**src/rtl/demux_deser_pkg.sv**
```systemverilog
// Shared types and sizing helpers for the serial-to-parallel deserializer.
package demux_deser_pkg;

   typedef enum logic {
      FILL  = 1'b0,
      STALL = 1'b1
   } state_t;

   localparam int N_DEF = 8;

   // A counter always needs at least one bit, even when N is degenerate.
   function automatic int sel_w(input int n);
      return (n > 1) ? $clog2(n) : 1;
   endfunction

endpackage

```
**src/rtl/demux_1tox.sv**
```systemverilog
// Combinational 1-to-N decoder: routes one bit to slot sel and flags that slot
// with a one-hot write enable. Structural mirror of the N:1 bit-select mux.
module demux_1tox
   import demux_deser_pkg::*;
#(
   parameter int N     = N_DEF,
   parameter int SEL_W = sel_w(N)
) (
   input  logic             din,
   input  logic [SEL_W-1:0] sel,
   input  logic             en,
   output logic [N-1:0]     we,
   output logic [N-1:0]     dout
);

   always_comb begin
      we   = '0;
      dout = '0;
      for (int i = 0; i < N; i++) begin
         if (en && (sel == SEL_W'(i))) begin
            we[i]   = 1'b1;
            dout[i] = din;
         end
      end
   end

endmodule

```
**src/rtl/demux_1to8_deser.sv**
```systemverilog
// Serial-to-parallel deserializer: each accepted bit lands in slot sel, and a
// completed word is offered on a valid/ready output.
//
//   state | meaning
//   ------+------------------------------------------------------------
//   FILL  | accepting bits; the output slot can absorb the next word
//   STALL | sel is at the last slot and the held word is not yet taken
module demux_1to8_deser
   import demux_deser_pkg::*;
#(
   parameter int N     = N_DEF,
   parameter int SEL_W = sel_w(N)
) (
   input  logic             clk,
   input  logic             rst_n,
   input  logic             din,
   input  logic             din_valid,
   output logic             din_ready,
   input  logic             frame_sync,
   output logic [SEL_W-1:0] sel,
   output logic [N-1:0]     out_data,
   output logic             out_valid,
   input  logic             out_ready,
   output logic             frame_err
);

   localparam logic [SEL_W-1:0] LAST = SEL_W'(N - 1);

   state_t           state_q, state_d;
   logic [N-1:0]     asm_q;
   logic [N-1:0]     we, wdata;
   logic             acc, sync_take, consume, complete;
   logic [SEL_W-1:0] wr_sel;

   assign din_ready = ~((sel == LAST) & out_valid & ~out_ready);
   assign acc       = din_valid & din_ready;
   // A frame_sync held off by backpressure is ignored; without data it still realigns.
   assign sync_take = frame_sync & (acc | ~din_valid);
   assign wr_sel    = sync_take ? '0 : sel;
   assign complete  = acc & (wr_sel == LAST);
   assign consume   = out_valid & out_ready;

   demux_1tox #(.N(N), .SEL_W(SEL_W)) u_dec (
      .din  (din),
      .sel  (wr_sel),
      .en   (acc),
      .we   (we),
      .dout (wdata)
   );

   always_ff @(posedge clk or negedge rst_n) begin
      if (!rst_n) begin
         state_q <= FILL;
      end else begin
         state_q <= state_d;
      end
   end

   always_comb begin
      state_d = state_q;
      case (state_q)
         FILL: begin
            if ((sel == LAST) && out_valid && !out_ready && !sync_take) begin
               state_d = STALL;
            end
         end
         STALL: begin
            if (consume || sync_take) begin
               state_d = FILL;
            end
         end
         default: state_d = FILL;
      endcase
   end

   always_ff @(posedge clk or negedge rst_n) begin
      if (!rst_n) begin
         sel       <= '0;
         asm_q     <= '0;
         out_data  <= '0;
         out_valid <= 1'b0;
         frame_err <= 1'b0;
      end else begin
         asm_q     <= (asm_q & ~we) | wdata;
         frame_err <= sync_take & (sel != '0);

         if (sync_take) begin
            sel <= acc ? SEL_W'(1) : '0;
         end else if (acc) begin
            sel <= sel + SEL_W'(1);
         end

         if (complete) begin
            out_data  <= {din, asm_q[N-2:0]};
            out_valid <= 1'b1;
         end else if (consume) begin
            out_valid <= 1'b0;
         end
      end
   end

endmodule

```
**config.mk**
```make
export PLATFORM = sky130hd
export DESIGN_NAME = demux_1to8_deser
export DESIGN_NICKNAME = d
export VERILOG_FILES = /design/src/rtl/demux_deser_pkg.sv /design/src/rtl/demux_1tox.sv /design/src/rtl/demux_1to8_deser.sv
export SDC_FILE = /design/constraint.sdc
export NUM_CORES = 1
export LEC_CHECK = 0
export ABC_CLOCK_PERIOD_IN_PS = 5050
export BUFFER_PORTS_ARGS = -buffer_cell sky130_fd_sc_hd__buf_2
export CAP_MARGIN = 20
export CORE_MARGIN = 5
export CORE_UTILIZATION = 55
export DETAILED_ROUTE_END_ITERATION = 12
export GPL_TIMING_DRIVEN = 0
export HOLD_SLACK_MARGIN = 0.15
export PLACE_DENSITY = 0.8
export SYNTH_ARGS = -nofsm -noshare
export SYNTH_HDL_FRONTEND = slang
export SYNTH_SLANG_ARGS = --single-unit
```
**constraint.sdc**
```tcl
create_clock -name clk -period 5.05 [get_ports clk]
set_input_delay 0.2525 -clock clk [delete_from_list [all_inputs] [get_ports clk]]
set_output_delay 0.2525 -clock clk [all_outputs]
set_load 0.02 [all_outputs]
```
Yosys cells after proc, flatten, opt, wreduce, memory -nomap -nowiden
Index checks and enable logic that the tools add are counted.
Storage, ports and cells
  output and inout port bits: 14
  bits in registers: 21
  word-level logic and storage cells: 62
  input bits: 6
Operators by class
  equal/unequal tests: 8
  multiplexer cells: 22
  $add $sub $neg: 1
  reductions and logical operators: 12
  bitwise gates (word level): 14
Operators with widths (number)
  2-to-1 mux 1 bit: 19
  == test 3 bit, second input constant: 5
  2-to-1 mux 3 bit: 3
  AND 8 bit: 1
  logical AND 1 bit: 8
  inverter 8 bit: 1
  OR 8 bit: 1
  AND 1 bit: 7
  == test 3 x 2 -> 1 bit, second input constant: 2
  nonzero test 2 bit: 2
  adder 3 x 1 -> 3 bit, second input constant: 1
  == test 3 x 1 -> 1 bit, second input constant: 1
  zero test 3 bit: 1
  inverter 1 bit: 3
  nonzero test 3 bit: 1
  OR 1 bit: 1

Depth between registers and ports, before layout
  depth after elaboration: 14
  mapped depth: 7
  mapped depth without buffers: 6

By module
From an unflattened synthesis, not the netlist that was laid out.
Unflattened totals
  cells, all modules: 94
  area, all modules: 970.9 µm²
By module, submodules not included
  demux_1to8_deser: seq. area each 500.5 µm², cells an instance 71, area each 867.1 µm², instances 1
  demux_1tox: seq. area each 0.0 µm², cells an instance 23, area each 103.8 µm², instances 1

Worst setup path before layout
No wires, ideal clock.
  path type: reg2reg
  from: register sel[0]
  to: register out_data[7]
  data arrival time: 2.067 ns
  period minus slack after synthesis: 2.192 ns
  required time: 4.925 ns
  setup time: 0.125 ns
  setup slack: 2.858 ns
  stages on the path, launching flop included: 7
  path buffers: 1
  cells stage by stage: dfrtp_1 ha_1 ha_1 and3b_1 buf_2 nor4_4 mux2_2
Between the ends
  longest elaborated chain between the ends: 10
RTL lines
  from (decl): line demux_1to8_deser.sv:20  | output logic [SEL_W-1:0] sel,
  from (signal assigned): line demux_1to8_deser.sv:88  | sel <= acc ? SEL_W'(1) : '0;
  from (signal assigned): line demux_1to8_deser.sv:90  | sel <= sel + SEL_W'(1);
  == test 3 bit
  AND 1 bit (2 in series): line demux_1to8_deser.sv:35  | assign din_ready = ~((sel == LAST) & out_valid & ~out_ready);
  inverter 1 bit: line demux_1to8_deser.sv:35
  AND 1 bit: line demux_1to8_deser.sv:36  | assign acc = din_valid & din_ready;
  OR 1 bit: line demux_1to8_deser.sv:38  | assign sync_take = frame_sync & (acc | ~din_valid);
  AND 1 bit: line demux_1to8_deser.sv:38
  2-to-1 mux 3 bit: line demux_1to8_deser.sv:39  | assign wr_sel = sync_take ? '0 : sel;
  == test 3 bit: line demux_1to8_deser.sv:40  | assign complete = acc & (wr_sel == LAST);
  AND 1 bit (*): line demux_1to8_deser.sv:40
  to (signal assigned): line demux_1to8_deser.sv:94  | out_data <= {din, asm_q[N-2:0]};
  to (decl): line demux_1to8_deser.sv:21  | output logic [N-1:0] out_data,
Every way passes the cells marked *; elsewhere a longest branch is shown, timed or not.
A chain may end at the register's enable or synchronous reset.

Final worst setup path
  from: register sel[0]
  to: register out_data[0]
The elaborated chain is that of the path after synthesis.

==> metrics.md <==
| Metric | Value |
|---|---|
| Outcome | finished clean |
| Min cycle time layout | 2.35 ns |
| Max-slew headroom | 58.1% |
| Die W | 51.2 µm |
| I/O Buffers | 19 |
| DRT Wirelength | 1.69 mm |
| Fin. max-slew vios | 0 |
| Critical Path End Type | flip-flop |
| Core Area | 1560 µm² |
| Most frequent cells in the layout | buf_2 (20), dfrtp_1 (20), mux2_2 (15) |
| Crit path max-delay cell type | nor4_4 |
| Crit path kind | flip-flop to flip-flop |
| Bufs and invs on worst path | 1 |
| Worst Setup Start Kind | flip-flop |
| Final setup skew | 0.00462 ns |
| Drt drc | 0 |
| CP required | 5.24 ns |
| Final-report setup violation count | 0 |
| WL/cell | 15.0 µm |
| Die Span Y | 51.2 µm |
| Worst min-delay path class | primary input to flip-flop |
| GRT busiest layer | met2 |
| Mapped Nets | 83 |
| TritonCTS Buffers | 3 |
| First-pass GRT wire length | 2.97 mm |
| Hold Path Sink | out_valid |
| FF-to-FF setup slack | 2.70 ns |
| Clk slew on worst S/H paths | 0.10 ns |
| Placed cell areas | 1050 µm² |
| Ranking of synthesized cells by area | dfrtp_1 (54%), mux2_2 (18%), ha_1 (4.0%) |
| # diodes | 0 |
| First drt pass iteration count | 4 |
| Initial Util | 60.0% |
| Post-route cell area | 1080 µm² |
| Met2 usage | 26.0% |
| Post-Syn Area per Cell | 12.6 µm² |
| GRT Residual Overflow | 0 |
| Grt met3 use | 3.49% |
| Reg-to-Reg Start | sel[0] |
| Fin Setup TNS | 0 ns |
| Top cell type's share of synthesized area | 53.5% |
| Share of layout cells above drive strength 1 | 40.2% |
| Post-synth EDFFs | 0 |
| GR Util met1 | 17.6% |
| TritonCTS Sinks | 20 |
| Total of max-cap violations | 0 |
| Register area | 500 µm² |
| Period utilization | 46.5% |
| CP arrival | 2.54 ns |
| CTS tree | done |
| Hold Startpoint | out_ready |
| Post-CTS Setup Repair Bufs | 0 |
| Cell Pwr Density | 277 nW/µm² |
| Area of the multi-input gates | 399 µm² |
| NumNets Final | 108 |
| Antenna violations before repair | 0 |
| GR Util All Layers | 14.9% |
| Crit-path leading delay family | simple AND/OR/NAND/NOR gates |
| Leakage power | 0.577 nW |
| Unique cell type count in the Yosys netlist | 24 |
| Vias in the first global route | 703 |
| Mapped Cells | 74 |
| Antenna-violating nets left | 0 |
| Hold Crit Depth | 3 |
| Yosys top cell by area | dfrtp_1 |
| R2r worst-path depth | 6 |
| Register area share after synthesis | 53.5% |
| Iter 0 DRT Violations | 17 |
| Fill count | 121 |
| Reg-to-reg endpoint | out_data[0] |
| Htree depth | 1 |
| Core occupancy in the finished layout | 69.4% |
| Dpl hpwl | 1.23 mm |
| Number of I/O pins | 20 |
| Clk_lat worst skew | 0.30 ns |
| Syn. warnings | 0 |
| Setup repair after global routing missed its margin | false |
| Achievable clock frequency | 0.426 GHz |
| Die area | 2620 µm² |
| Vias per inst | 5.79 |
| Via Count | 654 |
| Top_reg_cell synth | dfrtp_1 |
| CP Cell Sequence | ha_1 -> ha_1 -> and3b_1 -> buf_2 -> nor4_4 -> mux2_2 |
| Final hold vios | 0 |
| Largest net degree at the start of global routing | 21 |
| Actual slew at the worst max-slew pin | 0.623 ns |
| Final GP Congestion | 0.752 |
| Syn-to-layout area delta | 15.8% |
| CTS Buffer Depth | 2 |
| Peak VDD IR | 0.000177 V |
| Cts repair resizes | 0 |
| Ys async rst share | 100% |
| Row cnt | 14 |
| Crit Path Max Fanout | 10 |
| Slowest cell delay on critical path | 0.59 ns |
| Hold buffers post-CTS | 1 |
| Clock root buffer | clkbuf_4 |
| Worst path most repeated cell | ha_1 |
| Cell Area, Synth | 935 µm² |
| Synthesized flop and latch total | 20 |
-- worst max-delay path by stage --
| stage | start | endpoint | cells past startpoint |
|---|---|---|---|
| after floorplan | sel[0] | out_data[7] | 6 |
| after global placement | sel[0] | out_data[2] | 6 |
| after detailed placement | sel[0] | out_data[1] | 6 |
| after CTS | sel[0] | out_data[1] | 6 |
| after global routing | sel[0] | out_data[1] | 6 |
| final | sel[0] | out_data[0] | 6 |
-- kinds of logic after synthesis --
| kind of cell | share of synthesized area (%) |
|---|---|
| buf+inv | 3.75 |
| compound gates | 6.02 |
| flops | 53.5 |
| simple gates | 13.5 |
| fa+ha+maj | 4.02 |
| mux | 19.1 |
-- metrics by stage --
| step | hold slack [ns] | setup slack [ns] | cells | power (mW) |
|---|---|---|---|---|
| finish | 0.224 | 2.70 | 113 | 0.300 |
| global route | 0.220 | 2.58 | 113 | 0.317 |
| floorplan | -0.0431 | 2.86 | 74 | 0.214 |
| global placement | 0.210 | 2.71 | 109 | 0.228 |
| CTS | 0.231 | 2.66 | 113 | 0.302 |
| detailed placement | 0.216 | 2.68 | 109 | 0.230 |
-- tightest hold or removal path: stages --
cell    delay [ns]
buf_2         0.10
inv_1         0.04
a21o_1        0.10
-- layer usage --
layer	wire length [µm]	up-vias	share of wire [%]
met5	0	-	0
met4	19	0	1.1
li1	-	320	-
met1	746	311	44
met2	849	19	50
met3	79	4	4.7
-- final cells by class --
class	count	share of cell area, %
Clock buffer	3	2.08
Timing Repair Buffer	20	9.71
Sequential cell	20	46.2
Buffer	3	1.16
Tap cell	16	1.85
Multi-Input combinational cell	45	36.9
Inverter	6	2.08
-- where the power goes --
group | internal (mW) | leakage (nW) | switching [mW]
combinational | 0.0202 | 0.295 | 0.0221
sequential | 0.175 | 0.269 | 0.0103
clock | 0.0278 | 0.0138 | 0.0451
total | 0.223 | 0.577 | 0.0774
-- Yosys cell counts (all sizes together), types with 2 or more instances --
library cell  count
nor4              2
nand2b            2
clkbuf            2
a22o              2
o21ai             2
inv               5
and3b             2
nor3              2
nor3b             2
mux2             15
ha                3
nand4             5
dfrtp            20
(Power assumes the default switching activity.)
